<file path="src/rtl/fetch_unit.sv">
// rtl/fetch_unit.sv - instruction-fetch / program-counter stage feeding execute
module fetch_unit #(
  parameter int PC_W = 10
) (
  input  logic            clk,
  input  logic            reset_n,
  input  logic            start,
  input  logic [PC_W-1:0] start_pc,
  input  logic            stall,
  input  logic            halt,
  input  logic            jump_flag,
  input  logic [7:0]      jump_offset,
  output logic [PC_W-1:0] imem_addr,
  output logic            imem_en,
  output logic            instr_valid,
  output logic [PC_W-1:0] instr_pc,
  output logic            done,
  output logic [15:0]     retire_count
);

  typedef enum logic [1:0] {IDLE, PRIME, RUN, HALTED} state_t;

  state_t          state_q, state_d;
  logic [PC_W-1:0] fetch_pc_q, fetch_pc_d;
  logic [PC_W-1:0] instr_pc_q, instr_pc_d;
  logic            instr_valid_q, instr_valid_d;
  logic            done_q, done_d;
  logic [15:0]     retire_q, retire_d;
  logic [PC_W-1:0] offset_ext;
  logic            live;

  assign offset_ext = {{(PC_W-8){jump_offset[7]}}, jump_offset};
  // an instruction is acted on only when it is real and the stage is not frozen
  assign live = (state_q == RUN) && instr_valid_q && !stall;

  always_ff @(posedge clk or negedge reset_n) begin
    if (!reset_n) begin
      state_q       <= IDLE;
      fetch_pc_q    <= '0;
      instr_pc_q    <= '0;
      instr_valid_q <= 1'b0;
      done_q        <= 1'b0;
      retire_q      <= '0;
    end else begin
      state_q       <= state_d;
      fetch_pc_q    <= fetch_pc_d;
      instr_pc_q    <= instr_pc_d;
      instr_valid_q <= instr_valid_d;
      done_q        <= done_d;
      retire_q      <= retire_d;
    end
  end

  always_comb begin
    state_d       = state_q;
    fetch_pc_d    = fetch_pc_q;
    instr_pc_d    = instr_pc_q;
    instr_valid_d = instr_valid_q;
    done_d        = done_q;
    retire_d      = retire_q;
    if (live && retire_q != 16'hFFFF) retire_d = retire_q + 16'd1;
    if (!stall) begin
      case (state_q)
        IDLE, HALTED: begin
          if (start) begin
            state_d       = PRIME;
            fetch_pc_d    = start_pc;
            done_d        = 1'b0;
            retire_d      = '0;
            instr_valid_d = 1'b0;
          end
        end
        PRIME: begin
          state_d       = RUN;
          instr_valid_d = 1'b1;
          instr_pc_d    = fetch_pc_q;
          fetch_pc_d    = fetch_pc_q + PC_W'(1);
        end
        RUN: begin
          if (live && halt) begin
            state_d       = HALTED;
            done_d        = 1'b1;
            instr_valid_d = 1'b0;
          end else if (live && jump_flag) begin
            // the sequential fetch issued this cycle becomes the single bubble
            fetch_pc_d    = instr_pc_q + offset_ext;
            instr_valid_d = 1'b0;
          end else begin
            instr_valid_d = 1'b1;
            instr_pc_d    = fetch_pc_q;
            fetch_pc_d    = fetch_pc_q + PC_W'(1);
          end
        end
        default: state_d = IDLE;
      endcase
    end
  end

  always_comb begin
    imem_en      = ((state_q == PRIME) || (state_q == RUN)) && !stall;
    imem_addr    = fetch_pc_q;
    instr_valid  = instr_valid_q;
    instr_pc     = instr_pc_q;
    done         = done_q;
    retire_count = retire_q;
  end

endmodule
</file>
<file path="config.mk">
export PLATFORM = sky130hd
export DESIGN_NAME = fetch_unit
export DESIGN_NICKNAME = d
export VERILOG_FILES = /design/src/rtl/fetch_unit.sv
export SDC_FILE = /design/constraint.sdc
export NUM_CORES = 1
export LEC_CHECK = 0
export ABC_AREA = 1
export CORE_ASPECT_RATIO = 1.4
export CORE_MARGIN = 2
export CORE_UTILIZATION = 41
export CTS_CLUSTER_DIAMETER = 100
export DETAILED_ROUTE_END_ITERATION = 8
export PLACE_DENSITY_LB_ADDON = 0.3
export SETUP_SLACK_MARGIN = 0.05
export SLEW_MARGIN = 15
export SYNTH_ARGS = -nofsm -noshare
export SYNTH_HDL_FRONTEND = slang
export SYNTH_SLANG_ARGS = --single-unit
</file>
<file path="constraint.sdc">
create_clock -name clk -period 1.7 [get_ports clk]
set_clock_uncertainty 0.1 [all_clocks]
set_input_delay 0.34 -clock clk [delete_from_list [all_inputs] [get_ports clk]]
set_output_delay 0.34 -clock clk [all_outputs]
set_load 0.01 [all_outputs]
</file>
## After elaboration in Yosys (flattened, before gate mapping)

Index checks and enable logic that the tools add are counted.

- Bits in registers: 40
- Latch bits: 0
- RAM bits: 0
- ROM bits: 0
- Input port bits: 24
- Output and inout bits: 39
- Word-level logic and storage cells: 55
- Memories kept: 0

- $add $sub $neg: 3
- Multiply operators: 0
- Div/mod/pow operators: 0
- Magnitude comparators: 0
- Eq/ne operators: 8
- Shift operators: 0
- Multiplexer cells: 20
- Bitwise operators: 1
- Reductions and logical operators: 17

Operators with widths:

| kind | count |
|---|---|
| 16-bit two-way mux | 4 |
| 10-bit two-way mux | 5 |
| 10-bit one-hot mux with 3 select lines | 1 |
| 10-bit one-hot mux with 2 select lines | 1 |
| 16-bit by 1-bit adder with 16-bit output, second input constant | 1 |
| 16-bit != test, second input constant | 1 |
| 10-bit by 1-bit adder with 10-bit output, second input constant | 1 |
| 10-bit adder | 1 |
| 4-bit AND reduction | 2 |
| 1-bit logical AND | 6 |
| 2-bit != test, second input constant | 3 |
| 2-bit one-hot mux with 3 select lines | 1 |
| 3-bit AND reduction | 2 |
| 2-bit equality test, second input constant | 2 |
| 1-bit two-way mux | 4 |
| 2-bit two-way mux | 2 |
| 2-bit nonzero test | 2 |
| 1-bit one-hot mux with 3 select lines | 1 |
| 2-bit by 1-bit equality test with 1-bit output, second input constant | 1 |
| 2-bit logical NOT | 1 |
| 2-bit by 1-bit != test with 1-bit output, second input constant | 1 |
| 1-bit one-hot mux with 2 select lines | 1 |
| 2-bit AND reduction | 1 |
| 2-bit OR reduction | 1 |
| other kinds (3) | 3 |

## Longest topological paths before layout

Gate-level depths: netlist of run 1.

- Word-level depth: 8
- Mapped depth: 13
- Mapped depth without buffers: 13

## Worst setup path after synthesis of run 1

Ideal clock, no wire load.

- Path kind: flip-flop to flip-flop
- Start: reg instr_pc_q[0], in the netlist instr_pc[0]
- End: reg fetch_pc_q[8], in the netlist imem_addr[8]
- Library setup time: 0.116 ns
- Data arrival time: 1.660 ns
- Data required time: 1.484 ns
- Path slack: -0.177 ns
- Cell stages (with the launch flop): 12
- Buffers on the path: 0
- Period minus slack after synthesis: 1.877 ns
- Cells stage by stage: dfrtp_1 -> ha_1 -> inv_1 -> fa_1 -> o21ai_1 -> nand2_1 -> nand3_1 -> nand3_1 -> nand2_1 -> nand2_1 -> nand2_1 -> nand2_1

- Longest elaborated chain between the ends: 4

Ends and longest elaborated chain:

| what | RTL line | text |
|---|---|---|
| start: declaration | 25 | `logic [PC_W-1:0] instr_pc_q, instr_pc_d;` |
| start signal: assignment | 47 | `instr_pc_q <= instr_pc_d;` |
| 10-bit adder | 86 | `fetch_pc_d = instr_pc_q + offset_ext;` |
| 10-bit two-way mux | 84 | `end else if (live && jump_flag) begin` |
| 10-bit two-way mux | 80 | `if (live && halt) begin` |
| 10-bit one-hot mux with 3 select lines | 63 | `case (state_q)` |
| end signal: assignment | 46 | `fetch_pc_q <= fetch_pc_d;` |
| end: declaration | 24 | `logic [PC_W-1:0] fetch_pc_q, fetch_pc_d;` |

Every way passes these cells. The select of a mux whose other input is x is not followed.
A chain may end at the register's enable or synchronous reset.

## Final worst setup path of run 1

- Start: reg retire_q[0], in the netlist retire_count[0]
- End: reg retire_q[8], in the netlist retire_count[8]

- Longest elaborated chain between the ends: 6
- Elaborated cells between the ends (all ways): 7
- Those cells by class: add/sub: 1; eq/ne: 1; mux: 4; reduce/logical: 1

Ends and longest elaborated chain:

| what | RTL line | text |
|---|---|---|
| start: declaration | 28 | `logic [15:0] retire_q, retire_d;` |
| start signal: assignment | 50 | `retire_q <= retire_d;` |
| branches (longest 2 deep; another with 16-bit by 1-bit adder with 16-bit output) | n/a |  |
| 16-bit two-way mux (*) | 61 | `if (live && retire_q != 16'hFFFF) retire_d = retire_q + 16'd1;` |
| 16-bit two-way mux | 65 | `if (start) begin` |
| 16-bit two-way mux | 63 |  |
| 16-bit two-way mux (*) | 62 | `if (!stall) begin` |
| named net retire_d[8] | 28 |  |

Mark *: on every way through the listed nets, which the timed path passes.

==> out/results.ini, run 1 <==
[cts]
cts_tree=yes
cts_buffers=5
root_buffer=clkbuf_8
clock-sinks=40
h-tree-depth=2
clk_pin_slew_ns=0.08
clock_latency_ns=0.29
ctsLongestPathBuffers=2

[worst_setup_path]
cpLargestDelayFamily=simple AND/OR/NAND/NOR gates
cp.arrival_ns=1.93
slowest_stage=dfrtp_1
crit_chain=ha_2 > inv_2 > nor3_4 > nand2_2 > nor2_4 > nor2_4 > buf_12 > buf_12 > nand3_2 > xor2_1 > nor2_1
crit_path_end_kind=flip-flop
start_kind=flip-flop
path_class=flip-flop to flip-flop
rr_worst_depth=11
cpPeakStageDelay_ns=0.36
cp_max_fo=5
worst-path-buf-inv=3
crit_cells=11
required_ns=1.78

[cells_and_area]
num-fill-cells=598
design_area_sq_um=5090
syn2layout_area_growth_pct=66.1
fin_nets=613
final_core_util=0.696
diodes=0
drive_gt1_frac=0.377

[power_and_ir_drop]
p_clk_frac=0.102
combPwrFrac=0.698
power.switching_mw=3.36
power.density_nw_per_um2=1510
seq_power_share=0.200
peakVddDrop_uv=722
p_int_mw=4.31
p_leak_nw=2.65
switching_share=0.438

[routing]
avgViaCountPerCell=4.89
wl_microns=9300
drc_errors=0
first_iter_violations=158
first_pass_iters=4
ant_nets=0
vias=3288
wl_per_cell_microns=13.8

[sta]
worst_slew_pin_slew_ns=0.352
fin_ws_ns=-0.150
period_needed_ns=1.85
setup_viol=22
slew_headroom=0.765
hold_viol=0
rsz0062_at_grt=yes
max_freq_mhz=540
final.setup.tns_ns=-1.43
finalMaxSlewViolations=0
min_period_over_period=1.09

[outcome]
violations=setup timing
status=complete, but fails checks

[synth]
synth_top_family_by_area=simple AND/OR/NAND/NOR gates
synthXorXnorAreaFrac=0.0400
synth_cells=423
synth_nets=462
synthDistinctLibCells=40
synth.yosys.warnings=0
ys_seq_area_frac=0.327
synth_compound_area_frac=0.145
ys_async_sr_fraction=1.00
synth_area_sq_um=3060
synth_edf_count=0
synth_simple_gate_area_frac=0.322
synth_ff_type=dfrtp_1
synth-seq-cells=40
syn_avg_cell_area_sq_um=7.24
synth.area.mux_share=0.00490
synth-adder-area-share=0.0637

[die]
coreArea_sq_um=7310
die_height_microns=106
fp-row-count=37
fp.dieW_microns=77.1
die_area_sq_um=8190
start_util=0.419
io_pins=63

[global_route]
grt_pass1_vias=3453
grt_overflow_total=0
grtUsageTotal=0.228
grt_pass1_wl_microns=15100
grt_max_degree=41
antenna_found_initial=0

[place]
dpl_cell_area_sq_um=4300
gp_congestion=0.847
portBuffers=62
preCtsSetupSlack_ns=-0.600
dpl.hpwl_microns=6520

[flow_run]
drv_cap=0

[worst_hold_path]
hp-class=flip-flop to flip-flop
holdPathStages=2

==> cells in the mapped netlist, types with 2 or more instances <==
cell type,number,share of area
nand2_1,112,0.14
inv_1,57,0.070
nor2_1,50,0.061
dfrtp_1,40,0.33
nand3_1,30,0.049
a21oi_1,17,0.028
o21ai_0,15,0.024
ha_1,14,0.057
xor2_1,14,0.040
o21ai_2,11,0.031
o21ai_1,8,0.013
nand2_2,5,0.010
inv_2,4,0.0049
a211oi_2,3,0.012
a21oi_2,3,0.0086
buf_6,3,0.011
nand4_1,3,0.0061
nor2_4,3,0.011
nor3_1,3,0.0049
o211ai_1,3,0.0073
clkbuf_1,2,0.0025
nand2_4,2,0.0073
nor2_2,2,0.0041
nor3_4,2,0.011
nor3b_2,2,0.0082
==> layout by cell type, fill, tap and decap left out, drive strengths merged, types with 5 or more instances in the layout <==
master,synthesis,final
nor3,5,5
ha,14,14
dlygate4sd2,0,39
o21ai,34,34
clkbuf,2,10
a21oi,20,20
clkdlybuf4s50,0,14
inv,63,62
nand2,119,119
xor2,14,14
nor2,55,55
buf,5,89
dfrtp,40,40
nand3,31,31
==> final cells by class <==
cell class | instances | area (sq um) | share of cell area
clock buffer | 6 | 72.6 | 0.0143
multi-input combinational | 313 | 2190 | 0.431
tap | 97 | 121 | 0.0239
inverter | 63 | 269 | 0.0529
sequential | 40 | 1010 | 0.198
timing repair buffer | 151 | 1390 | 0.274
clock inverter | 2 | 35.0 | 0.00688
==> power groups by stage <==
stage | Combinational (mW) | Clock, mW | Sequential [mW]
after floorplan | 2.33 | 0 | 1.71
after global placement | 4.15 | 0 | 1.59
after detailed placement | 4.25 | 0 | 1.60
after CTS | 4.91 | 0.800 | 1.52
after global routing | 5.90 | 0.836 | 1.57
final | 5.35 | 0.780 | 1.54
==> worst min-delay path, delay by kind of cell, from the launching register on <==
kind / cells / cell delay (ns)
DFF: 1 / 0.34
AOI/OAI and AO/OA: 2 / 0.12
==> final timing paths <==
| kind | start | to | slack [ns] |
|---|---|---|---|
| setup reg to reg | retire_count[0]$_DFF_PN0_ | retire_count[8]$_DFF_PN0_ | -0.15 |
| max in group asynchronous | reset_n | retire_count[15]$_DFF_PN0_ | 0.83 |
| min in group asynchronous | reset_n | imem_addr[7]$_DFFE_PN0P_ | 0.44 |
| hold reg to reg | done$_DFFE_PN0P_ | done$_DFFE_PN0P_ | 0.40 |
| hold / removal | done$_DFFE_PN0P_ | done$_DFFE_PN0P_ | 0.40 |
| setup / recovery | retire_count[0]$_DFF_PN0_ | retire_count[8]$_DFF_PN0_ | -0.15 |
==> stage by stage <==
step	instances	hold slack (ns)	total power, mW
floorplan	423	-0.0556	4.04
global placement	631	0.232	5.74
detailed placement	631	0.233	5.85
CTS	664	0.416	7.23
global route	672	0.439	8.30
finish	672	0.397	7.67
==> routing by layer <==
layer / track usage / part of all wire
met1: 0.232 / 0.38
met2: 0.454 / 0.56
met3: 0.0348 / 0.037
met4: 0.0893 / 0.024
met5: 0 / 0
==> flip-flops by register name, summed over array words and instances (netlist names) <==
name and flops:
retire_count 16, instr_valid 1, state_q 2, imem_addr 10
done 1, instr_pc 10
==> logic make-up (layout without fill, tap and decap cells) <==
kind of cell             count (synthesis)  in the layout
AO/OA/AOI/OAI                           66             66
XOR/XNOR                                14             14
AND/OR/NAND/NOR                        217            217
adder cells (fa/ha/maj)                 15             15
buffers and inverters                   70            222
multiplexers                             1              1
flip-flops                              40             40
==> repair_timing <==
item | in CTS | in global routing
hold endpoints to repair | 40 | 0
gates cloned | 2 | 1
buffers inserted | 22 | 9
hold buffers | 1 | 0
endpoints found under the setup margin | 69 | 46
gates resized for setup | 104 | 59
pin swaps | 26 | 23
Power figures use the tool's default switching activity.
==> run 2: changes to the inputs <==
--- a/config.mk
+++ b/config.mk
@@ -5,12 +5,12 @@
 export SDC_FILE = /design/constraint.sdc
 export NUM_CORES = 1
 export LEC_CHECK = 0
-export ABC_AREA = 1
 export CORE_ASPECT_RATIO = 1.4
 export CORE_MARGIN = 2
-export CORE_UTILIZATION = 41
+export CORE_UTILIZATION = 46
 export CTS_CLUSTER_DIAMETER = 100
 export DETAILED_ROUTE_END_ITERATION = 8
+export GPL_ROUTABILITY_DRIVEN = 0
 export PLACE_DENSITY_LB_ADDON = 0.3
 export SETUP_SLACK_MARGIN = 0.05
 export SLEW_MARGIN = 15
==> run 2 against run 1 <==
The flow still finishes with violations (setup timing). Worst hold slack better by 0.029 ns. First-iteration DRC count increased by 11%. Combinational power rose by 9.0%.
==> out/results.ini, run 2 <==
[cells_and_area]
final_core_util=0.843  ; +0.147
largest_reg_flops=16  ; unchanged
fin_nets=538  ; -12%
diodes=0  ; unchanged
drive_gt1_frac=0.458  ; +0.0806
syn2layout_area_growth_pct=80.2
num-fill-cells=325  ; -46%
final_common_cell=buf_4
design_area_sq_um=5160  ; +1.5%
layout_common_cells=92 x buf_4, 40 x dfrtp_1, 39 x dlygate4sd2_1, 25 x nor2_1, 25 x buf_6

[cts]
h-tree-depth=2  ; unchanged
root_buffer=clkbuf_8
clock-sinks=40  ; unchanged
ctsLongestPathBuffers=2  ; unchanged
clk_pin_slew_ns=0.09  ; about the same
clock_latency_ns=0.31  ; +0.02 ns
cts_tree=yes
cts_buffers=5  ; unchanged

[power_and_ir_drop]
p_int_mw=4.81  ; +12%
combPwrFrac=0.712  ; +0.014
power.switching_mw=3.38  ; +0.49%
switching_share=0.413  ; -0.0257
peakVddDrop_uv=1040  ; +44%
power.density_nw_per_um2=1590  ; +5.2%
p_clk_frac=0.110  ; +0.008
p_leak_nw=2.44  ; -7.9%
seq_power_share=0.178  ; -0.022

[worst_setup_path]
cp_max_fo=6  ; +1
required_ns=1.78  ; about the same
start_kind=flip-flop
cp.arrival_ns=2.21  ; +0.28 ns
path_class=flip-flop to flip-flop
crit_path_end_kind=flip-flop

[routing]
wl_per_cell_microns=20.5  ; +48%
vias=3439  ; +4.6%
avgViaCountPerCell=6.01  ; +23%
first_pass_iters=5  ; +1
drc_errors=0  ; unchanged
ant_nets=0  ; unchanged
first_iter_violations=176  ; +11%
wl_microns=11700  ; +26%

[global_route]
grt_overflow_total=0  ; unchanged
grtUsageTotal=0.303  ; +0.0755
grt_max_degree=41  ; unchanged
grt_pass1_wl_microns=16700  ; +10%
grt_pass1_vias=3525  ; +2.1%
antenna_found_initial=0  ; unchanged

[sta]
setup_viol=36  ; +64%
worst_slew_pin_slew_ns=0.521  ; +0.169 ns
slew_headroom=0.650  ; -0.116
fin_ws_ns=-0.432  ; -0.281 ns
min_period_over_period=1.25  ; +0.165
finalMaxSlewViolations=0  ; unchanged
period_needed_ns=2.13  ; +0.281 ns
max_freq_mhz=469  ; -13%
hold_viol=0  ; unchanged
rsz0062_at_grt=yes

[synth]
synth_most_common_cell=dfrtp_1
synth.yosys.warnings=0  ; unchanged
synth_area_sq_um=2870  ; -6.5%
synth_cells=323  ; -24%
synth_top_area_frac=0.349  ; +0.0227
ys_async_sr_fraction=1.00  ; unchanged
synth_edf_count=0  ; unchanged
synthDistinctLibCells=61  ; +53%
synth_ff_type=dfrtp_1
synth_top_area_cell=dfrtp_1
synth_nets=362  ; -22%
syn_avg_cell_area_sq_um=8.87  ; +22%
yosys-top-cells-count=40 x dfrtp_1, 31 x nor2_1, 25 x nand2_1
synth-seq-cells=40  ; unchanged
ys_seq_area_frac=0.349  ; +0.0227
synth_area_leaders=dfrtp_1 35%, ha_1 6.1%, xnor2_1 4.9%, mux2_2 4.3%, nor2_1 4.1%

[die]
die_height_microns=97.4  ; -8.4%
die_area_sq_um=6880  ; -16%
coreArea_sq_um=6130  ; -16%
io_pins=63  ; unchanged
fp.dieW_microns=70.7  ; -8.3%
fp-row-count=34  ; -8.1%
start_util=0.468  ; +0.0488

[flow_run]
drv_cap=0  ; unchanged

[outcome]
status=complete, but fails checks
violations=setup timing

[place]
portBuffers=62  ; unchanged
dpl.hpwl_microns=6450  ; -1.0%
dpl_cell_area_sq_um=4260  ; -0.82%

[worst_hold_path]
hp-class=primary input to async pin

[run 2: through the flow]
stage / hold slack, ns / worst slack (ns) / instances / power, mW / setup TNS, ns
5_1_grt: 0.462 / -0.531 / 572 / 8.56 / -9.08
2_1_floorplan: -0.0556 / -0.347 / 323 / 3.90 / -3.07
4_1_cts: 0.419 / -0.376 / 561 / 7.49 / -3.00
3_5_place_dp: 0.235 / -0.799 / 527 / 5.79 / -16.93
6_report: 0.426 / -0.432 / 572 / 8.19 / -6.32
3_3_place_gp: 0.236 / -0.810 / 527 / 5.68 / -16.13
[run 2: path summary, 6_finish.rpt]
path | startpoint | cells past startpoint | slack (ns) | end
setup / recovery | state_q[0]$_DFFE_PN0P_ | 9 | -0.43 | imem_addr[8]$_DFFE_PN0P_
setup reg to reg | state_q[0]$_DFFE_PN0P_ | 9 | -0.43 | imem_addr[8]$_DFFE_PN0P_
min in group clk | done$_DFFE_PN0P_ | 1 | 0.43 | done$_DFFE_PN0P_
hold / removal | reset_n | 3 | 0.43 | retire_count[12]$_DFF_PN0_
max in group asynchronous | reset_n | 3 | 0.86 | instr_pc[8]$_DFFE_PN0P_
hold reg to reg | done$_DFFE_PN0P_ | 1 | 0.43 | done$_DFFE_PN0P_
[run 2: cell families after synthesis]
kind of cell / after synthesis / share of synthesized area
and+or+nand+nor: 120 / 0.225
xor gates and xnor gates: 20 / 0.0611
AOI/OAI and AO/OA: 78 / 0.184
adders and majority gates: 15 / 0.0681
buffers and inverters: 34 / 0.0520
muxes: 16 / 0.0607
DFF: 40 / 0.349
[run 2: critical path, stage by stage (launching register included)]
cell,delay (ns)
dfrtp_1,0.40
inv_2,0.08
ha_4,0.19
buf_6,0.13
nand4b_1,0.22
a21oi_2,0.22
buf_6,0.16
a211oi_1,0.07
a211oi_1,0.33
a22oi_1,0.11
[run 2: repair_timing]
action | 4_1_cts | 5_1_grt
hold endpoints to repair | 40 | 0
hold buffers | 1 | 0
gates resized for setup | 124 | 63
cloned | 3 | 0
setup buffers | 23 | 16
pin swaps | 35 | 13
endpoints found under the setup margin | 77 | 48
[run 2: layer usage]
metal	track usage	up-vias	wire length (microns)	share of wire
met4	0.152	0	694	0.059
met3	0.0488	58	688	0.059
met1	0.340	1665	3980	0.34
met5	0	-	0	0
met2	0.541	183	6350	0.54
li1	-	1533	-	-
[run 2: area by class of cell]
| cell class | count | area, sq um | area share |
|---|---|---|---|
| clock buffers | 7 | 96.3 | 0.0187 |
| clock inverters | 1 | 30.0 | 0.00582 |
| inverters | 19 | 78.8 | 0.0153 |
| multi-input cells | 249 | 2220 | 0.431 |
| flip-flops and latches | 40 | 1000 | 0.194 |
| well taps | 72 | 90.1 | 0.0175 |
| repair buffers | 184 | 1640 | 0.318 |
[run 2: power by group through the flow]
stage          clock [mW]  sequential, mW  combinational (mW)
6_report            0.900            1.46                5.83
5_1_grt             0.937            1.49                6.13
4_1_cts             0.900            1.45                5.13
3_5_place_dp            0            1.45                4.35
3_3_place_gp            0            1.43                4.25
2_1_floorplan           0            1.64                2.26
